<file path="config.mk">
export PLATFORM = sky130hd
export DESIGN_NAME = operand_collector
export DESIGN_NICKNAME = d
export VERILOG_FILES = /design/src/rtl/operand_collector.sv
export SDC_FILE = /design/constraint.sdc
export NUM_CORES = 2
export LEC_CHECK = 0
export CAP_MARGIN = 25
export CORE_AREA = 2 2 531 533
export DETAILED_ROUTE_END_ITERATION = 16
export DIE_AREA = 0 0 533 535
export PLACE_DENSITY = 0.31
export SLEW_MARGIN = 20
export SYNTH_ARGS = -nofsm -noshare
export SYNTH_HDL_FRONTEND = slang
export SYNTH_SLANG_ARGS = --single-unit
</file>
<file path="constraint.sdc">
create_clock -name clock -period 6.82 [get_ports clock]
set_clock_uncertainty 0.05 [all_clocks]
set_input_delay 1.023 -clock clock [delete_from_list [all_inputs] [get_ports clock]]
set_output_delay 1.023 -clock clock [all_outputs]
set_load 0.005 [all_outputs]
</file>
<file path="src/rtl/operand_collector.sv">
// -----------------------------------------------------------------------------
// operand_collector
//   Single-entry operand collector between issue and the execution stage.
//   Takes one instruction with up to three source register addresses, reads
//   each enabled source through the register file's single 1-cycle-latency
//   read port, merges same-cycle writeback lanes at capture time, and presents
//   all operands together on a valid/ready output.
//
// Ports
//   clock, reset          clock; synchronous active-high reset
//   in_valid / in_ready   issue handshake
//   in_rs_en              bit i set: source i+1 is needed
//   in_rs1/2/3, in_tag    source addresses and opaque tag
//   rf_en, rf_addr        register file read request
//   rf_data               read data, valid the cycle after rf_en
//   wb_en/addr/data/mask  writeback port (also drives the register file)
//   out_valid / out_ready result handshake
//   out_op1/2/3, out_tag  collected operands (zero for disabled sources)
// -----------------------------------------------------------------------------
module operand_collector #(
    parameter int ADDR_W = 8,
    parameter int DATA_W = 256,
    parameter int LANES  = 8,
    parameter int TAG_W  = 8
) (
    input  logic              clock,
    input  logic              reset,
    input  logic              in_valid,
    output logic              in_ready,
    input  logic [2:0]        in_rs_en,
    input  logic [ADDR_W-1:0] in_rs1,
    input  logic [ADDR_W-1:0] in_rs2,
    input  logic [ADDR_W-1:0] in_rs3,
    input  logic [TAG_W-1:0]  in_tag,
    output logic              rf_en,
    output logic [ADDR_W-1:0] rf_addr,
    input  logic [DATA_W-1:0] rf_data,
    input  logic              wb_en,
    input  logic [ADDR_W-1:0] wb_addr,
    input  logic [DATA_W-1:0] wb_data,
    input  logic [LANES-1:0]  wb_mask,
    output logic              out_valid,
    input  logic              out_ready,
    output logic [DATA_W-1:0] out_op1,
    output logic [DATA_W-1:0] out_op2,
    output logic [DATA_W-1:0] out_op3,
    output logic [TAG_W-1:0]  out_tag
);

    localparam int LANE_W = DATA_W / LANES;

    typedef enum logic [1:0] {S_IDLE, S_READ, S_DRAIN, S_OUT} state_t;

    state_t            state, state_nxt;
    logic [2:0]        pend_q, pend_nxt;      // enabled sources not yet read
    logic [1:0]        sel_idx;               // source being read this cycle
    logic [ADDR_W-1:0] src1_q, src2_q, src3_q;
    logic [TAG_W-1:0]  tag_q;
    logic [DATA_W-1:0] op1_q, op2_q, op3_q;
    logic              cap_pend_q;            // rf_data this cycle belongs to us
    logic [1:0]        cap_idx_q;
    logic [ADDR_W-1:0] cap_addr_q;
    logic [DATA_W-1:0] cap_data;
    logic              accept;

    assign accept    = (state == S_IDLE) && in_valid;
    assign in_ready  = (state == S_IDLE);
    assign out_valid = (state == S_OUT);
    assign out_op1   = op1_q;
    assign out_op2   = op2_q;
    assign out_op3   = op3_q;
    assign out_tag   = tag_q;

    // Lowest-numbered pending source wins; disabled sources never enter pend_q.
    always_comb begin
        // NOTE: every signal driven here gets a default first so no path
        // leaves it unassigned, which would otherwise infer a latch.
        sel_idx = 2'd0;
        if (pend_q[0])      sel_idx = 2'd0;
        else if (pend_q[1]) sel_idx = 2'd1;
        else if (pend_q[2]) sel_idx = 2'd2;
    end

    always_comb begin
        state_nxt = state;
        pend_nxt  = pend_q;
        rf_en     = 1'b0;
        rf_addr   = '0;
        case (state)
            S_IDLE: begin
                if (in_valid) begin
                    pend_nxt  = in_rs_en;
                    state_nxt = (|in_rs_en) ? S_READ : S_OUT;
                end
            end
            S_READ: begin
                rf_en = 1'b1;
                case (sel_idx)
                    2'd0:    rf_addr = src1_q;
                    2'd1:    rf_addr = src2_q;
                    default: rf_addr = src3_q;
                endcase
                pend_nxt = pend_q & ~(3'b001 << sel_idx);
                if (pend_nxt == 3'b000) state_nxt = S_DRAIN;
            end
            S_DRAIN: state_nxt = S_OUT;
            S_OUT:   if (out_ready) state_nxt = S_IDLE;
            default: state_nxt = S_IDLE;
        endcase
    end

    // A write landing in the capture cycle reaches the RAM only after this
    // capture, so its masked lanes are forwarded here. Writes during the
    // rf_en cycle are already reflected in rf_data.
    always_comb begin
        cap_data = rf_data;
        if (wb_en && (wb_addr == cap_addr_q)) begin
            for (int l = 0; l < LANES; l++) begin
                if (wb_mask[l]) cap_data[l*LANE_W +: LANE_W] = wb_data[l*LANE_W +: LANE_W];
            end
        end
    end

    always_ff @(posedge clock) begin
        // NOTE: state registers use non-blocking assignments so every flop
        // samples pre-edge values regardless of process ordering.
        if (reset) begin
            state  <= S_IDLE;
            pend_q <= '0;
        end else begin
            state  <= state_nxt;
            pend_q <= pend_nxt;
        end
    end

    always_ff @(posedge clock) begin
        // NOTE: the wide operand registers are reset because they drive the
        // outputs directly and must read zero after reset; clearing
        // cap_pend_q also drops any read still in flight across reset.
        if (reset) begin
            src1_q     <= '0;
            src2_q     <= '0;
            src3_q     <= '0;
            tag_q      <= '0;
            op1_q      <= '0;
            op2_q      <= '0;
            op3_q      <= '0;
            cap_pend_q <= 1'b0;
            cap_idx_q  <= 2'd0;
            cap_addr_q <= '0;
        end else begin
            cap_pend_q <= rf_en;
            cap_idx_q  <= sel_idx;
            cap_addr_q <= rf_addr;
            if (accept) begin
                src1_q <= in_rs1;
                src2_q <= in_rs2;
                src3_q <= in_rs3;
                tag_q  <= in_tag;
                op1_q  <= '0;
                op2_q  <= '0;
                op3_q  <= '0;
            end else if (cap_pend_q) begin
                case (cap_idx_q)
                    2'd0:    op1_q <= cap_data;
                    2'd1:    op2_q <= cap_data;
                    default: op3_q <= cap_data;
                endcase
            end
        end
    end

endmodule

</file>
==> results.cfg <==
[outcome]
status = finished, final reports clean

[worst_setup_path]
reg2reg_slack_ns = 3.27
arrival_ns = 3.25
critPathLaunchType = flop
regToRegStartpoint = state[0]$_SDFFE_PP0P_
critPathKind = reg -> out
rr_worst_depth = 7
cp.required_ns = 5.75
end_kind = primary output
crit_fanout = 9
critical_path.startpoint = state[1]$_SDFFE_PP0P_

[finish]
drive_above_1_share_pct = 5.10
nFillCells = 30774
syn_to_final_growth_pct = 52.4
nets = 6892

[power]
power.switching_mw = 5.32
p_int_mw = 9.70
seq_power_share_pct = 34.7
p_leak_nw = 17.9
power_density_mw_per_mm2 = 246
p_sw_share_pct = 35.4
power_mw = 15.0
clkPwrFrac_pct = 41.7
p_comb_share_pct = 23.6
vdd_ir_drop_max_mv = 0.217

[yosys]
yosysUniqueCellTypes = 37
synth_seq_area_share_pct = 40.7
synth_area_sq_mm = 0.0402
ys_warn_count = 0
syn_nets = 5973
async_reset_ff_share_pct = 0
synth-seq-cells = 816
avgSynthCellArea_sq_um = 7.43
synthCells = 5401
synthFlopType = dfxtp_1
synth_enable_flop_cells = 0

[cts]
cts_buffer_depth = 3
h-tree-depth = 3
clkTransAtPathRegs_ns = 0.06
clock_sinks = 816
clock_latency_ns = 0.76
clockRootBuffer = clkbuf_16
cts_resized = 0
tritoncts = built
cts_hold_buf = 0
numCtsBuffers = 115
postCtsSetupBuffers = 0

[floorplan]
core_sq_mm = 0.279
die_w_um = 533
die_area_sq_mm = 0.285
start_util_pct = 14.4
die_y_um = 535
ioPinCount = 1355
row_count = 194

[detailed_routing]
drt-initial-drc-count = 2846
routedWlPerCell_um = 28.6
wirelength_um = 291000
vias_per_cell = 4.60
dr.pass1.iters = 5
drc = 0
antenna_left = 0
num_vias = 46763

[timing]
period_needed_ns = 4.33
hold_ws_ns = 0.404
fmax_mhz = 231
finalHoldViolations = 0
grt_setup_unrepaired = no
fin_crit_sh_pct = 63.4
fin_tns_setup_ns = 0
drv_slew = 0
setup-violations-final = 0
worstMarginPinSlew_ns = 1.24
relSlewSlack_pct = 17.3

[global_route]
grt_overflow = 0
grt_pass1_vias = 46421
grt_first_pass_wirelength_um = 402000
antenna_found_initial = 95
grt_util_all_layers_pct = 19.5
grt_max_degree = 167

[hold_path]
min_path_cells = 2
hold_start = src2_q[5]$_SDFFE_PP0P_
hold_class = reg -> reg

[placement]
place_congestion = 0.831
dp_hpwl_um = 200000
portBuffers = 1354

[run]
max-cap-violations = 0
-- critical path, cell delays in order (launching register included) --
cell and delay (ns):
dfxtp_1 0.34, inv_1 0.09, ha_1 0.31, clkinv_1 0.45
a211oi_1 0.62, clkdlybuf4s50_1 0.67
-- through the flow --
stage,util (%),instance area (sq um),setup WS [ns],instances
4_1_cts,21.9,61100,2.32,10141
5_1_grt,21.9,61100,2.30,10155
6_report,21.9,61200,2.49,10171
2_1_floorplan,-,40200,3.96,5401
3_3_place_gp,20.5,57200,2.02,9924
3_5_place_dp,20.5,57300,2.03,9927
-- synth_stat cells (3+ instances only) --
master / count / share of area [%]
a211oi_1: 10 / 0.19
a21o_1: 3 / 0.056
a21oi_1: 34 / 0.42
and3_1: 5 / 0.078
buf_1: 26 / 0.24
buf_2: 30 / 0.37
buf_6: 7 / 0.20
clkbuf_1: 599 / 5.6
dfxtp_1: 816 / 41
ha_1: 4 / 0.12
inv_1: 164 / 1.5
mux2i_1: 9 / 0.22
nand2_1: 1607 / 15
nand3_1: 4 / 0.050
nand4_1: 480 / 7.5
nor2_1: 20 / 0.19
nor2b_1: 12 / 0.19
nor3_1: 482 / 6.0
nor4_2: 5 / 0.16
o211ai_1: 768 / 14
o311ai_0: 285 / 6.2
o311ai_1: 3 / 0.065
or3_1: 4 / 0.062
xor2_1: 8 / 0.17
-- registers in the layout, summed over array words and instances (netlist names) --
register    flops
cap_addr_q      8
cap_idx_q       2
cap_pend_q      1
out_op1       256
out_op2       256
out_op3       256
out_tag         8
pend_q          3
src1_q          8
src2_q          8
src3_q          8
state           2
-- power groups by stage --
stage | sequential [mW] | clock, mW | combinational, mW
2_1_floorplan | 5.27 | 0 | 1.44
3_3_place_gp | 5.31 | 0 | 3.63
3_5_place_dp | 5.31 | 0 | 3.64
4_1_cts | 5.21 | 6.50 | 3.65
5_1_grt | 5.23 | 6.64 | 3.79
6_report | 5.21 | 6.26 | 3.55
-- cell usage in the layout, fill, tap and decap left out, types with 36 or more instances in the layout --
master           instances
o211ai_1               768
nand2_1               1606
dfxtp_1                816
clkdlybuf4s50_1       1353
buf_4                   76
nor3_1                 481
clkbuf_8                36
o311ai_0               285
nand4_1                480
inv_1                  164
clkbuf_16              115
-- kinds of logic after synthesis --
logic type      Yosys count  synth area share (%)
flops                   816                  40.7
xor+xnor                  9                 0.196
buf+inv                 827                  7.96
fa+ha+maj                 5                 0.150
mux                       9                 0.224
simple gates           2626                  29.4
compound gates         1109                  21.4
-- path summary, 6_finish.rpt --
kind / endpoint
setup reg to reg: out_op1[217]$_SDFFE_PP0P_
hold / removal: src2_q[5]$_SDFFE_PP0P_
setup / recovery: rf_addr[6]
hold reg to reg: src2_q[5]$_SDFFE_PP0P_
-- routing by layer --
metal | wire (um) | global-route usage [%] | up-vias
met2 | 138000 | 32.7 | 1708
met1 | 121000 | 23.8 | 23174
li1 | - | - | 21494
met4 | 6540 | 4.45 | 54
met3 | 24900 | 6.66 | 333
met5 | 356 | 0 | -
-- layout make-up --
type / count / area, sq um / share of cell area, %
tap: 3724 / 4660 / 7.62
inverter: 165 / 619 / 1.01
clock inverter: 30 / 323 / 0.528
timing repair buffer: 1464 / 14800 / 24.2
multi-input combinational: 3758 / 20800 / 34.1
sequential: 816 / 16300 / 26.7
clock buffer: 184 / 3500 / 5.72
antenna: 30 / 75.1 / 0.123
No activity file was read; power rests on OpenSTA's default activity.
